<file path="config.mk">
export PLATFORM = sky130hd
export DESIGN_NAME = keypad_scanner
export DESIGN_NICKNAME = d
export VERILOG_FILES = /design/src/rtl/keypad_scanner.sv
export SDC_FILE = /design/constraint.sdc
export NUM_CORES = 1
export LEC_CHECK = 0
export ABC_AREA = 1
export CAP_MARGIN = 20
export CORE_ASPECT_RATIO = 1.25
export CORE_MARGIN = 3
export CORE_UTILIZATION = 58
export CTS_CLUSTER_DIAMETER = 80
export DETAILED_ROUTE_END_ITERATION = 8
export GPL_TIMING_DRIVEN = 0
export PLACE_DENSITY = 0.83
export SYNTH_ARGS = -nofsm -noshare
export SYNTH_HDL_FRONTEND = slang
export SYNTH_SLANG_ARGS = --single-unit
</file>
<file path="constraint.sdc">
create_clock -name clk -period 3.8 [get_ports clk]
set_input_delay 0.57 -clock clk [delete_from_list [all_inputs] [get_ports clk]]
set_output_delay 0.57 -clock clk [all_outputs]
set_load 0.02 [all_outputs]
</file>
<file path="src/rtl/keypad_scanner.sv">
// keypad_scanner
//   Scans a ROWS x COLS switch matrix. One column is driven at a time, and the
//   row sense lines report which keys in that column are closed. A press is
//   accepted only after the synchronized rows have stayed unchanged for
//   DEBOUNCE clocks. A release is accepted only after the rows have read zero
//   for DEBOUNCE clocks.
//
// Ports
//   clk       : system clock, rising edge
//   rst       : asynchronous reset, active low
//   row       : raw row sense (asynchronous to clk); a high bit means a closed
//               key in the driven column
//   col       : one-hot column drive
//   code      : accepted key code = row_idx*COLS + col_idx
//   valid     : one-clock pulse when a press is accepted
//   held      : high while an accepted key remains pressed, including the
//               release qualification
//   multi     : set together with valid when more than one row was closed
//   dbg_state : current FSM state (0 scan, 1 debounce, 2 hold, 3 release)
//
// Handshake: valid is a single-cycle strobe with no ready. code and multi
// become valid in the same cycle as the strobe and keep their values until
// the next strobe.
module keypad_scanner #(
  parameter int ROWS     = 4,
  parameter int COLS     = 4,
  parameter int SCAN_DIV = 4,
  parameter int DEBOUNCE = 16,
  localparam int CODE_W  = (ROWS * COLS > 1) ? $clog2(ROWS * COLS) : 1
) (
  input  logic              clk,
  input  logic              rst,
  input  logic [ROWS-1:0]   row,
  output logic [COLS-1:0]   col,
  output logic [CODE_W-1:0] code,
  output logic              valid,
  output logic              held,
  output logic              multi,
  output logic [1:0]        dbg_state
);

  localparam int COL_W = (COLS > 1) ? $clog2(COLS) : 1;
  localparam int ROW_W = (ROWS > 1) ? $clog2(ROWS) : 1;
  localparam int DIV_W = (SCAN_DIV > 1) ? $clog2(SCAN_DIV) : 1;
  localparam int CNT_W = $clog2(DEBOUNCE + 1);

  localparam logic [1:0] S_SCAN     = 2'd0;
  localparam logic [1:0] S_DEBOUNCE = 2'd1;
  localparam logic [1:0] S_HOLD     = 2'd2;
  localparam logic [1:0] S_RELEASE  = 2'd3;

  logic [ROWS-1:0]   row_s1_q, row_s1_d;
  logic [ROWS-1:0]   row_s2_q, row_s2_d;
  logic [1:0]        state_q, state_d;
  logic [DIV_W-1:0]  div_q, div_d;
  logic [COL_W-1:0]  col_idx_q, col_idx_d;
  logic [CNT_W-1:0]  cnt_q, cnt_d;
  logic [ROWS-1:0]   cap_q, cap_d;
  logic [CODE_W-1:0] code_q, code_d;
  logic              multi_q, multi_d;
  logic              valid_q, valid_d;
  logic              held_q, held_d;

  logic [ROWS-1:0]   rs;
  logic              last_dwell;
  logic [COL_W-1:0]  col_next;
  logic [CNT_W-1:0]  cnt_inc;
  logic              cnt_done;
  logic [ROW_W-1:0]  low_row;
  logic [CODE_W-1:0] new_code;
  logic              new_multi;

  assign rs = row_s2_q;

  assign row_s1_d = row;
  assign row_s2_d = row_s1_q;

  assign last_dwell = (div_q == DIV_W'(SCAN_DIV - 1));
  assign col_next   = (col_idx_q == COL_W'(COLS - 1)) ? '0 : col_idx_q + COL_W'(1);

  // Saturating increment, so a stuck condition can never wrap the count
  // back into range and qualify twice.
  assign cnt_inc  = (cnt_q == CNT_W'(DEBOUNCE)) ? cnt_q : cnt_q + CNT_W'(1);
  assign cnt_done = (cnt_inc == CNT_W'(DEBOUNCE));

  // The lowest closed row wins. Scan from the top down so the last hit is
  // the lowest index.
  always_comb begin
    low_row = '0;
    for (int r = ROWS - 1; r >= 0; r--) begin
      if (cap_q[r]) low_row = ROW_W'(r);
    end
  end

  // col_idx_q is frozen for the whole debounce, so it is the captured column.
  assign new_code  = CODE_W'(low_row) * CODE_W'(COLS) + CODE_W'(col_idx_q);
  assign new_multi = ((cap_q & (cap_q - ROWS'(1))) != '0);

  always_comb begin
    state_d   = state_q;
    div_d     = div_q;
    col_idx_d = col_idx_q;
    cnt_d     = cnt_q;
    cap_d     = cap_q;
    code_d    = code_q;
    multi_d   = multi_q;
    valid_d   = 1'b0;
    held_d    = held_q;
    case (state_q)
      S_SCAN: begin
        if (last_dwell) begin
          div_d = '0;
          if (rs != '0) begin
            cap_d   = rs;
            cnt_d   = '0;
            state_d = S_DEBOUNCE;
          end else begin
            col_idx_d = col_next;
          end
        end else begin
          div_d = div_q + DIV_W'(1);
        end
      end
      S_DEBOUNCE: begin
        if (rs == cap_q) begin
          cnt_d = cnt_inc;
          if (cnt_done) begin
            valid_d = 1'b1;
            code_d  = new_code;
            multi_d = new_multi;
            held_d  = 1'b1;
            cnt_d   = '0;
            state_d = S_HOLD;
          end
        end else begin
          cnt_d     = '0;
          div_d     = '0;
          col_idx_d = col_next;
          state_d   = S_SCAN;
        end
      end
      S_HOLD: begin
        // Other keys appearing here are ignored; only an all-clear matters.
        if (rs == '0) begin
          cnt_d   = '0;
          state_d = S_RELEASE;
        end
      end
      S_RELEASE: begin
        if (rs != '0) begin
          cnt_d   = '0;
          state_d = S_HOLD;
        end else begin
          cnt_d = cnt_inc;
          if (cnt_done) begin
            held_d    = 1'b0;
            cnt_d     = '0;
            div_d     = '0;
            col_idx_d = col_next;
            state_d   = S_SCAN;
          end
        end
      end
      default: state_d = S_SCAN;
    endcase
  end

  always_ff @(posedge clk or negedge rst) begin
    if (!rst) begin
      row_s1_q  <= '0;
      row_s2_q  <= '0;
      state_q   <= S_SCAN;
      div_q     <= '0;
      col_idx_q <= '0;
      cnt_q     <= '0;
      cap_q     <= '0;
      code_q    <= '0;
      multi_q   <= 1'b0;
      valid_q   <= 1'b0;
      held_q    <= 1'b0;
    end else begin
      row_s1_q  <= row_s1_d;
      row_s2_q  <= row_s2_d;
      state_q   <= state_d;
      div_q     <= div_d;
      col_idx_q <= col_idx_d;
      cnt_q     <= cnt_d;
      cap_q     <= cap_d;
      code_q    <= code_d;
      multi_q   <= multi_d;
      valid_q   <= valid_d;
      held_q    <= held_d;
    end
  end

  always_comb begin
    col = '0;
    col[col_idx_q] = 1'b1;
  end

  assign code      = code_q;
  assign valid     = valid_q;
  assign held      = held_q;
  assign multi     = multi_q;
  assign dbg_state = state_q;

endmodule

</file>
==> impl_metrics.yaml <==
critical_path:
  worstPathRequired_ns: 3.23
  cp_data_arrival_time_ns: 1.65
  critPathMaxFanout: 5
  path_class: "reg -> out"
  crit_slowest_cell: "clkdlybuf4s50_1"
  crit_path_end_kind: "primary output"
  critPathBufInv: 2
  worstSetupPathDepth: 3
  reg2regPathDepth: 12
  startpoint_type: "flip-flop"
  worstPathCellList: "inv_1 > ha_1 > clkdlybuf4s50_1"
  crit_family: "buffers and inverters"
  slowest_delay_ns: 0.60
power:
  p_total_mw: 1.08
  static-leakage-power_nw: 0.878
  irDropWorstVdd_uv: 488
  p_per_area_mw_per_mm2: 595
floorplanning:
  dieArea_mm2: 0.00323
  io_pins: 19
  fp.dieW_um: 51.5
  core_area_mm2: 0.00233
  start_util_pct: 64.3
  rows: 19
  die_h_um: 62.8
final_layout:
  multi_input_area_um2: 643
  n_fill_cell: 171
  synthToLayoutAreaGrowth_pct: 20.7
  drive_gt1_share_pct: 18.3
  nets: 209
  num_antenna_cells: 0
  fin_area_mm2: 0.00181
  register_area_um2: 751
global_route:
  grt_overflow: 0
  grt_pass1_vias: 1208
  grt_pass1_wl_um: 5060
  antenna_found_initial: 0
  grt_max_degree: 17
  grt_usage_pct: 20.9
clocking:
  post_cts_buffers: 0
  cts_resized: 0
  clk_latency_ns: 0.33
  cts_buffer_depth: 2
  numCtsBuffers: 5
  clkTransAtPathRegs_ns: 0.09
  h-tree-depth: 2
  cts_hold_buf: 0
  clock_sinks: 30
  cts_root_buffer: "clkbuf_4"
  tritoncts: "done"
timing:
  setup_viol: 0
  rsz0062_at_grt: "no"
  post-route-min-period_ns: 2.22
  slew_headroom_pct: 50.2
  hold_violations: 0
  period_share_pct: 58.6
  max_freq_ghz: 0.449
  fin_skew_ns: 0.00883
  tns_ns: 0
  fin_ws_ns: 1.58
  final_max_slew_viol_count: 0
  worstMarginPinSlew_ns: 0.745
yosys:
  synth_ff_type: "dfrtp_1"
  synth_warnings: 0
  yosys_register_bits: 30
  syn_area_mm2: 0.00150
  syn_nets: 183
  synth_cells: 170
  syn_avg_cell_area_um2: 8.82
  synth_edf_count: 0
  yosys-top-cells-area: "dfrtp_1 (50%), nand2_1 (10%), ha_1 (5.8%), inv_1 (5.0%), o21ai_0 (4.3%)"
  synth_top_area_share_pct: 50.1
  ys_seq_area_share_pct: 50.1
  async_flop_share_pct: 100
  ys_types: 25
  synth_top_area_cell: "dfrtp_1"
  yosys.cell_count.top_type: "nand2_1"
  synth_common_cells: "nand2_1 (40), dfrtp_1 (30), inv_1 (20)"
hold_path:
  holdCritPathClass: "reg -> reg"
  hold_depth: 0
route:
  ant_nets: 0
  drt_iter0_drc: 33
  routed_wl_um: 2790
  first_pass_iters: 4
  num_vias: 1201
  drc: 0
  vias_per_cell: 5.27
  wl_per_cell_um: 12.2
place:
  port_buffers: 18
  hpwlAfterDp_um: 2190
  gp_congestion: 0.809
  post_dp_cell_area_mm2: 0.00175
  dp_slack_ns: 1.93
flow_run:
  max_cap_viol_count: 0
outcome:
  status: "finished clean"
[worst paths after layout]
| check | from | to | slack (ns) |
|---|---|---|---|
| min in group asynchronous | rst | multi | 0.67 |
| max reg2reg | cnt_q[0] | code[1] | 2.01 |
| max | col_idx_q[0] | col[2] | 1.58 |
| min reg2reg | row_s1_q[0] | row_s2_q[0] | 0.36 |
| max in group asynchronous | rst | cnt_q[1] | 2.59 |
| min | row_s1_q[0] | row_s2_q[0] | 0.36 |
[state kept, by name (all words and copies together), names as in the netlist]
name	count
held	1
col_idx_q	2
div_q	2
row_s2_q	4
multi	1
cnt_q	5
row_s1_q	4
dbg_state	2
valid	1
cap_q	4
code	4
[cell usage in the layout, fill, tap and decap left out, types with 2 or more instances in the layout]
master	netlist	routed
a21oi_1	5	5
nand2_1	40	40
nand4_1	4	4
o21ai_0	13	13
clkdlybuf4s50_1	0	18
dfrtp_1	30	30
ha_1	7	7
o21ai_1	5	5
nor2_2	2	2
clkbuf_4	0	5
nand3_1	5	5
nand3_2	2	2
nor2_1	9	9
inv_2	4	4
nand2_2	8	8
o21ai_2	6	6
inv_1	20	20
[per-stage QoR]
stage / hold slack (ns) / utilization, % / instances
3_3_place_gp: 0.333 / 73.7 / 219
4_1_cts: 0.358 / 77.7 / 228
5_1_grt: 0.361 / 77.7 / 228
3_5_place_dp: 0.336 / 74.9 / 220
2_1_floorplan: 0.274 / - / 170
6_report: 0.356 / 77.7 / 228
[power by group]
part / switching, mW / total (mW) / internal (mW)
combinational: 0.265 / 0.434 / 0.169
sequential: 0.0654 / 0.444 / 0.378
clock: 0.110 / 0.198 / 0.0888
[cells by family (layout without fill, tap and decap cells)]
family	count (synthesis)	after routing	share of synthesized area, %
xor gates and xnor gates	1	1	1.09
AOI/OAI and AO/OA	31	31	12.1
adders and majority gates	7	7	5.84
DFF	30	30	50.1
buffers and inverters	26	53	7.01
and+or+nand+nor	75	75	23.9
[metal layers]
metal  track usage [%]  wire (um)  vias to the layer above
li1                  -          -                      591
met1              21.5       1120                      566
met2              36.6       1460                       37
met3              6.68        139                        7
met4              10.5         72                        0
met5                 0          0                        -
[area by class of cell]
type	count	area share, %
Clock inverter	2	0.692
Inverter	25	5.19
Buffer	1	0.622
Timing Repair Buffer	19	11.5
Clock buffer	6	2.84
Multi-Input combinational cell	114	35.5
Sequential cell	30	41.5
Tap cell	31	2.14
No activity file was read; power rests on OpenSTA's default activity.
